<file path="src/rtl/cordic_vec_ctrl.sv">
// cordic_vec_ctrl: iterative CORDIC vectoring engine with a handshake sequencer.
//
// Rotates (x_in, y_in) onto the positive x-axis over ITER cycles and returns the
// unscaled magnitude (K*|v|, K~1.64676) and the angle atan2(y, x) in Q.16 radians.
// It also drives the sel bus of the downstream holding registers: sel is 4'h0
// for exactly the first DONE cycle (the capture strobe) and 4'hF otherwise.
//
// Ports:
//   clk        rising-edge clock
//   rst_n      asynchronous active-low reset
//   in_valid   input vector valid
//   in_ready   engine can accept a vector (IDLE)
//   x_in/y_in  input vector, signed Q(WIDTH-17).16
//   out_valid  result valid (DONE)
//   out_ready  consumer accepts result
//   mag_out    K*sqrt(x^2+y^2), low WIDTH bits of the internal x
//   ang_out    atan2(y, x), signed Q.16 radians
//   sel        holding-register select, 4'h0 = capture strobe
//   busy       high in ITER or DONE
module cordic_vec_ctrl #(
    parameter int WIDTH = 32,
    parameter int ITER  = 16
) (
    input  logic             clk,
    input  logic             rst_n,
    input  logic             in_valid,
    output logic             in_ready,
    input  logic [WIDTH-1:0] x_in,
    input  logic [WIDTH-1:0] y_in,
    output logic             out_valid,
    input  logic             out_ready,
    output logic [WIDTH-1:0] mag_out,
    output logic [WIDTH-1:0] ang_out,
    output logic [3:0]       sel,
    output logic             busy
);

    // Two guard bits absorb the CORDIC gain on x and y.
    localparam int XW = WIDTH + 2;
    localparam logic signed [WIDTH-1:0] PI = WIDTH'(205887);

    typedef enum logic [1:0] {S_IDLE, S_ITER, S_DONE} state_t;

    state_t                  state, state_nx;
    logic signed [XW-1:0]    x, y, x_ext, y_ext, xs, ys, rx, ry;
    logic signed [WIDTH-1:0] z, rz, at;
    logic [4:0]              i;
    logic                    first, last;

    function automatic logic signed [WIDTH-1:0] atan_rom(input logic [4:0] k);
        case (k)
            5'd0:    atan_rom = WIDTH'(51472);
            5'd1:    atan_rom = WIDTH'(30386);
            5'd2:    atan_rom = WIDTH'(16055);
            5'd3:    atan_rom = WIDTH'(8150);
            5'd4:    atan_rom = WIDTH'(4091);
            5'd5:    atan_rom = WIDTH'(2047);
            5'd6:    atan_rom = WIDTH'(1024);
            5'd7:    atan_rom = WIDTH'(512);
            5'd8:    atan_rom = WIDTH'(256);
            5'd9:    atan_rom = WIDTH'(128);
            5'd10:   atan_rom = WIDTH'(64);
            5'd11:   atan_rom = WIDTH'(32);
            5'd12:   atan_rom = WIDTH'(16);
            5'd13:   atan_rom = WIDTH'(8);
            5'd14:   atan_rom = WIDTH'(4);
            5'd15:   atan_rom = WIDTH'(2);
            default: atan_rom = '0;
        endcase
    endfunction

    // One micro-rotation, driven toward y = 0 by the sign of the old y.
    always_comb begin
        x_ext = {{2{x_in[WIDTH-1]}}, x_in};
        y_ext = {{2{y_in[WIDTH-1]}}, y_in};
        xs    = x >>> i;
        ys    = y >>> i;
        at    = atan_rom(i);
        rx    = y[XW-1] ? x - ys : x + ys;
        ry    = y[XW-1] ? y + xs : y - xs;
        rz    = y[XW-1] ? z - at : z + at;
        last  = (i == 5'(ITER - 1));
    end

    always_ff @(posedge clk or negedge rst_n) begin
        if (!rst_n)
            state <= S_IDLE;
        else
            state <= state_nx;
    end

    always_comb begin
        state_nx = state;
        case (state)
            S_IDLE:  state_nx = in_valid ? S_ITER : S_IDLE;
            S_ITER:  state_nx = last ? S_DONE : S_ITER;
            S_DONE:  state_nx = out_ready ? S_IDLE : S_DONE;
            default: state_nx = S_IDLE;
        endcase
    end

    always_comb begin
        in_ready  = (state == S_IDLE);
        out_valid = (state == S_DONE);
        busy      = (state != S_IDLE);
        sel       = (state == S_DONE && first) ? 4'h0 : 4'hF;
    end

    // Left-half-plane vectors are reflected through the origin and start at +/-pi,
    // so the micro-rotations only ever need to cover (-pi/2, pi/2).
    always_ff @(posedge clk or negedge rst_n) begin
        if (!rst_n) begin
            x       <= '0;
            y       <= '0;
            z       <= '0;
            i       <= '0;
            first   <= 1'b0;
            mag_out <= '0;
            ang_out <= '0;
        end else begin
            first <= (state == S_ITER) && last;
            if (state == S_IDLE && in_valid) begin
                x <= x_in[WIDTH-1] ? -x_ext : x_ext;
                y <= x_in[WIDTH-1] ? -y_ext : y_ext;
                z <= x_in[WIDTH-1] ? (y_in[WIDTH-1] ? -PI : PI) : '0;
                i <= '0;
            end else if (state == S_ITER) begin
                x <= rx;
                y <= ry;
                z <= rz;
                i <= i + 5'd1;
                if (last) begin
                    mag_out <= rx[WIDTH-1:0];
                    ang_out <= rz;
                end
            end
        end
    end

endmodule

</file>
<file path="config.mk">
export PLATFORM = sky130hd
export DESIGN_NAME = cordic_vec_ctrl
export DESIGN_NICKNAME = d
export VERILOG_FILES = /design/src/rtl/cordic_vec_ctrl.sv
export SDC_FILE = /design/constraint.sdc
export NUM_CORES = 1
export LEC_CHECK = 0
export BUFFER_PORTS_ARGS = -buffer_cell sky130_fd_sc_hd__buf_2
export CAP_MARGIN = 20
export CORE_AREA = 2 2 234 236
export DETAILED_ROUTE_END_ITERATION = 8
export DIE_AREA = 0 0 236 238
export PLACE_DENSITY = 0.59
export SETUP_SLACK_MARGIN = 0.3
export SYNTH_ARGS = -nofsm -noshare
export SYNTH_HDL_FRONTEND = slang
export SYNTH_SLANG_ARGS = --single-unit
</file>
<file path="constraint.sdc">
create_clock -name clk -period 17.75 [get_ports clk]
set_clock_uncertainty 0.1 [all_clocks]
set_input_delay 3.55 -clock clk [delete_from_list [all_inputs] [get_ports clk]]
set_output_delay 3.55 -clock clk [all_outputs]
set_load 0.03 [all_outputs]
</file>
Word level (Yosys, flattened, before mapping)
Memory sizes are Yosys's and may differ from the RTL's.
Cells that the tools add are included.
W data, S select, Z words.
{"block": "classes", "addsub": 9, "eq_ne": 3, "shift": 2, "muxes": 21, "n_bitwise": 1, "reduce_logical": 7}
{"op": "$mux W34", "n": 8}
{"op": "$mux W32", "n": 6}
{"op": "$add A34 B34 Y34", "n": 2}
{"op": "$neg A32 Y34", "n": 2}
{"op": "$sshr A34 B5 Y34", "n": 2}
{"op": "$sub A34 B34 Y34", "n": 2}
{"op": "$add A32 B32 Y32", "n": 1}
{"op": "$sub A32 B32 Y32", "n": 1}
{"op": "$mux W5", "n": 2}
{"op": "$pmux W2 S3", "n": 1}
{"op": "$add A5 B1 Y5 const B", "n": 1}
{"op": "$eq A5 B4 Y1 const B", "n": 1}
{"op": "$mux W2", "n": 2}
{"op": "$mux W4", "n": 1}
{"op": "$reduce_bool A2 Y1", "n": 2}
{"op": "$logic_and A1 B1 Y1", "n": 3}
{"op": "$reduce_and A3 Y1", "n": 1}
{"op": "$eq A2 B1 Y1 const B", "n": 1}
{"op": "$eq A2 B2 Y1 const B", "n": 1}
{"op": "$logic_not A2 Y1", "n": 1}
{"op": "$mux W1", "n": 1}
{"op": "$not A1 Y1", "n": 1}
{"block": "totals", "ff_bits": 172, "rom_bits": 256, "input_bits": 68, "out_inout_bits": 71, "wordCells": 52, "mem_count": 1}
{"name": "(name not given)", "depth": 16, "width": 16, "read_ports": 1, "rd_ports_with_merged_regs": 0, "wr": 0, "line_no": "51", "text": "case (k)"}

Logic depth before layout (Yosys ltp)
An unclocked memory read counts as a cell.
{"block": "logic_depth", "depth_word": 6, "depth_mapped": 30, "mapped_depth_nobuf": 25}

Worst setup path before layout
No wires, ideal clock.
{"block": "synth_timing", "kind": "register to register", "start": "register i[2]", "end": "register x[33]", "setup_time_ns": 0.121, "t_arrival_ns": 6.137, "required_ns": 17.529, "path_slack_ns": 11.392, "stages_incl_launch_ff": 28, "n_path_buf": 5, "period_less_slack_ns": 6.358, "path_cell_list": "dfrtp_1 buf_2 buf_2 buf_2 buf_1 mux4_2 mux2i_1 o22ai_1 a21oi_1 nand3_2 or4_1 buf_6 or2_1 o311a_1 o21ai_1 o21ai_1 ha_1 and3_1 a31oi_1 o21ai_0 nor2_1 o21ai_0 o41ai_1 nor3_1 a2111oi_0 xnor2_1 o21ai_1 a22o_1"}
{"block": "synth_via", "elab_chain_len": 5, "elab_cells_between_ends": 6, "classes_between": "add/sub (2); shift (1); mux (3)"}
{"item": "from (decl)", "line_no": "47", "text": "logic [4:0] i;"}
{"item": "from (signal assigned)", "line_no": "131", "text": "i <= i + 5'd1;"}
{"item": "$sshr A34 B5 Y34 (*)", "line_no": "77", "text": "ys = y >>> i;"}
{"item": "$add A34 B34 Y34 / $sub A34 B34 Y34 (equally long branches)", "line_no": "79", "text": "rx = y[XW-1] ? x - ys : x + ys;"}
{"item": "$mux W34 (*)", "line_no": "79"}
{"item": "$mux W34 (*)", "line_no": "127", "text": "end else if (state == S_ITER) begin"}
{"item": "$mux W34 (*)", "line_no": "122", "text": "if (state == S_IDLE && in_valid) begin"}
{"item": "to (signal assigned)", "line_no": "123", "text": "x <= x_in[WIDTH-1] ? -x_ext : x_ext;"}
{"item": "to (signal assigned)", "line_no": "128", "text": "x <= rx;"}
{"item": "to (decl)", "line_no": "45", "text": "logic signed [XW-1:0] x, y, x_ext, y_ext, xs, ys, rx, ry;"}
Every way passes the cells marked *; elsewhere a longest branch is shown, timed or not. The select of a mux whose other input is x is not followed.
A chain may end at the register's enable or synchronous reset.

Worst setup path in the final report
{"block": "layout_timing", "start": "register i[0]", "end": "register x[33]"}
The elaborated chain is that of the path after synthesis.

==> impl_metrics.csv <==
group,metric,value,unit
route,vias,20200,
setup_path,worstPathArrival,9380,ps
yosys,avgSynthCellArea,8.35,µm²
timing,final.setup.tns,0,ps
grt,grt.met1_usage,38.2,%
grt,grtUsageTotal,28.0,%
setup_path,cp-start-kind,"flip-flop",
finish,drive_gt1_share,15.6,%
grt,global_route.usage.met3,4.30,%
clock_network,clock_latency,520,ps
route,vias_per_cell,6.31,
status,outcome,"completed",
timing,fin_crit,9070,ps
setup_path,r2r_start,"i[0]",
timing,fmax,110,MHz
route,detail-route-antenna-nets,0,
yosys,synth-edff-count,0,
finish,area_growth,7.46,%
placement,portBuffers,138,
grt,top_usage_layer,"met2",
clock_network,clockBufferDepth,2,
route,drt-initial-drc-count,1676,
setup_path,crit_type,"flip-flop to flip-flop",
yosys,yosysWarnings,0,
setup_path,critPathMaxFanout,65,
run,maxCapViolCount,0,
placement,dp_hpwl,59100,µm
floorplanning,fp.dieArea,56200,µm²
finish,insertedDiodeCount,0,
clock_network,post_cts_resized,0,
floorplanning,die_h,238,µm
timing,hold_violations,0,
grt,grt_max_degree,93,
grt,antenna_found_initial,0,
finish,fillCellCount,5393,
grt,grt.met2_usage,45.9,%
setup_path,reg2reg_depth,23,
clock_network,ctsRootBufferMaster,"clkbuf_16",
floorplanning,start_util,38.9,%
setup_path,r2r_end,"x[33]",
floorplanning,die_w,236,µm
timing,setup_violations,0,
grt,grt_pass1_wl,121000,µm
placement,place_congestion,0.945,
hold_path,holdPathStages,2,
grt,grt_pass1_vias,19300,
timing,worst_pin_slew,1040,ps
timing,grt_setup_unrepaired,"no",
hold_path,whs_endpoint,"ang_out[29]",
yosys,synthDistinctLibCells,96,
clock_network,post_cts_buffers,0,
timing,slew_violations,0,
route,wl,79400,µm
clock_network,cts_buffers,17,
clock_network,cts.sinks,172,
clock_network,cts_tree,"done",
yosys,synth-seq-cells,172,
timing,maxSlewHeadroom,29.7,%
yosys,ys_seq_area_share,20.7,%
setup_path,end_kind,"flip-flop",
clock_network,cts.clk_slew.worst_paths,80,ps
setup_path,r2r_slack,8680,ps
setup_path,required,18060,ps
route,drt_pass1_iterations,6,
yosys,synth_top_flop_cell,"dfrtp_1",
clock_network,h-tree-depth,4,
route,drc,0,
hold_path,hp-class,"flip-flop to flip-flop",
yosys,synthArstFlopShare,100,%
yosys,netlist_area,20800,µm²
yosys,synthCells,2491,
grt,overflow,0,
floorplanning,core,53500,µm²
yosys,synth_fp_nets,2676,
floorplanning,std_cell_rows,85,
floorplanning,num_io_pins,139,
hold_path,worstHoldStart,"ang_out[29]",
timing,finalCritPeriodShare,51.1,%
route,wire_per_inst,24.8,µm
finish,fin_nets,2684,
clock_network,holdBufCountCts,0,
[cells by family after synthesis]
kind of cell	synth area share (%)
flops	20.7
fa+ha+maj	7.15
simple gates	16.8
buf+inv	5.28
xor+xnor	8.68
compound gates	25.1
mux	16.3
[registers in the layout (all words and copies together), names as in the netlist]
| name | count |
|---|---|
| x | 34 |
| y | 34 |
| ang_out | 32 |
| mag_out | 32 |
| z | 32 |
| i | 5 |
| state | 2 |
| first | 1 |
[worst max-delay path: stages, from the launching register on]
cell and delay (ps):
dfrtp_4 700, buf_4 630, buf_4 890, mux4_1 680
mux2_2 300, a221oi_1 720, nand4bb_1 340, or4_1 660
or2_1 330, o311a_1 370, o21ai_1 130, o21ai_1 90
ha_1 350, and3_1 210, a31oi_1 170, o21ai_0 100
nor2_1 140, o21ai_0 140, o41ai_1 730, nor3_1 110
a2111oi_0 520, xnor2_1 220, o21ai_1 80, a22o_1 200
[per-stage QoR]
stage	std cells	area [µm²]	setup WS [ps]	utilization (%)	hold slack (ps)
after global routing	3207	22300	8050	41.8	404
after detailed placement	3175	21700	8750	40.6	368
after global placement	3175	21700	8890	40.6	358
after CTS	3206	22300	8750	41.7	384
final	3207	22300	8680	41.8	375
after floorplan	2491	20800	11390	-	370
[worst max-delay path by stage]
| stage | to | cells past startpoint | slack, ps | from |
|---|---|---|---|---|
| after floorplan | x[33] | 27 | 11390 | i[2] |
| after global placement | x[33] | 23 | 8890 | i[0] |
| after detailed placement | x[33] | 23 | 8750 | i[0] |
| after CTS | x[33] | 23 | 8750 | i[0] |
| after global routing | x[33] | 26 | 8050 | i[0] |
| final | x[33] | 23 | 8680 | i[0] |
[layer usage]
metal / wire (µm) / part of all wire, % / up-vias
met5: 0 / 0 / -
met4: 1800 / 2.3 / 0
met3: 5160 / 6.5 / 103
met2: 37600 / 47 / 752
met1: 34900 / 44 / 10100
li1: - / - / 9313
[synth_stat cells, drive strengths merged (19+ instances only)]
library cell	count	area share (%)
or2	26	0.78
o22ai	26	0.78
mux2	47	2.6
xnor2	92	3.9
nand3	43	1.1
nand2b	29	0.87
buf	75	2.4
nor3	41	0.99
mux2i	73	3.5
ha	114	6.9
dfrtp	172	21
inv	52	0.94
a31oi	33	0.99
o21a	34	1.2
o31ai	33	1.2
o21ai	237	5.7
mux4	93	10
nand2	271	4.9
nor2	170	3.1
xor2	114	4.8
o211ai	20	0.72
a21oi	192	4.6
nor2b	31	0.93
clkbuf	104	1.9
a21o	50	1.8
and2	19	0.58
a211oi	46	1.7
[cell usage in the layout, fill, tap and decap left out, types with 43 or more instances in the layout]
cell / n
mux4_2: 89
o21ai_0: 230
dfrtp_1: 166
ha_1: 114
xnor2_1: 92
xor2_1: 114
inv_1: 51
mux2_2: 44
a21o_1: 50
buf_2: 137
a211oi_1: 43
nor2_1: 169
mux2i_1: 72
a21oi_1: 192
nand2_1: 269
[final cells by class]
type | instances | area (µm²) | share of cell area (%)
inverters | 53 | 199 | 0.891
clock buffers | 19 | 433 | 1.94
well taps | 696 | 871 | 3.90
multi-input cells | 2087 | 15400 | 69.0
clock inverters | 12 | 158 | 0.706
flip-flops and latches | 172 | 4320 | 19.3
repair buffers | 168 | 945 | 4.23
Power is not shown: default switching activity piles up to over one toggle a cycle in this logic, so the estimate is an artifact.
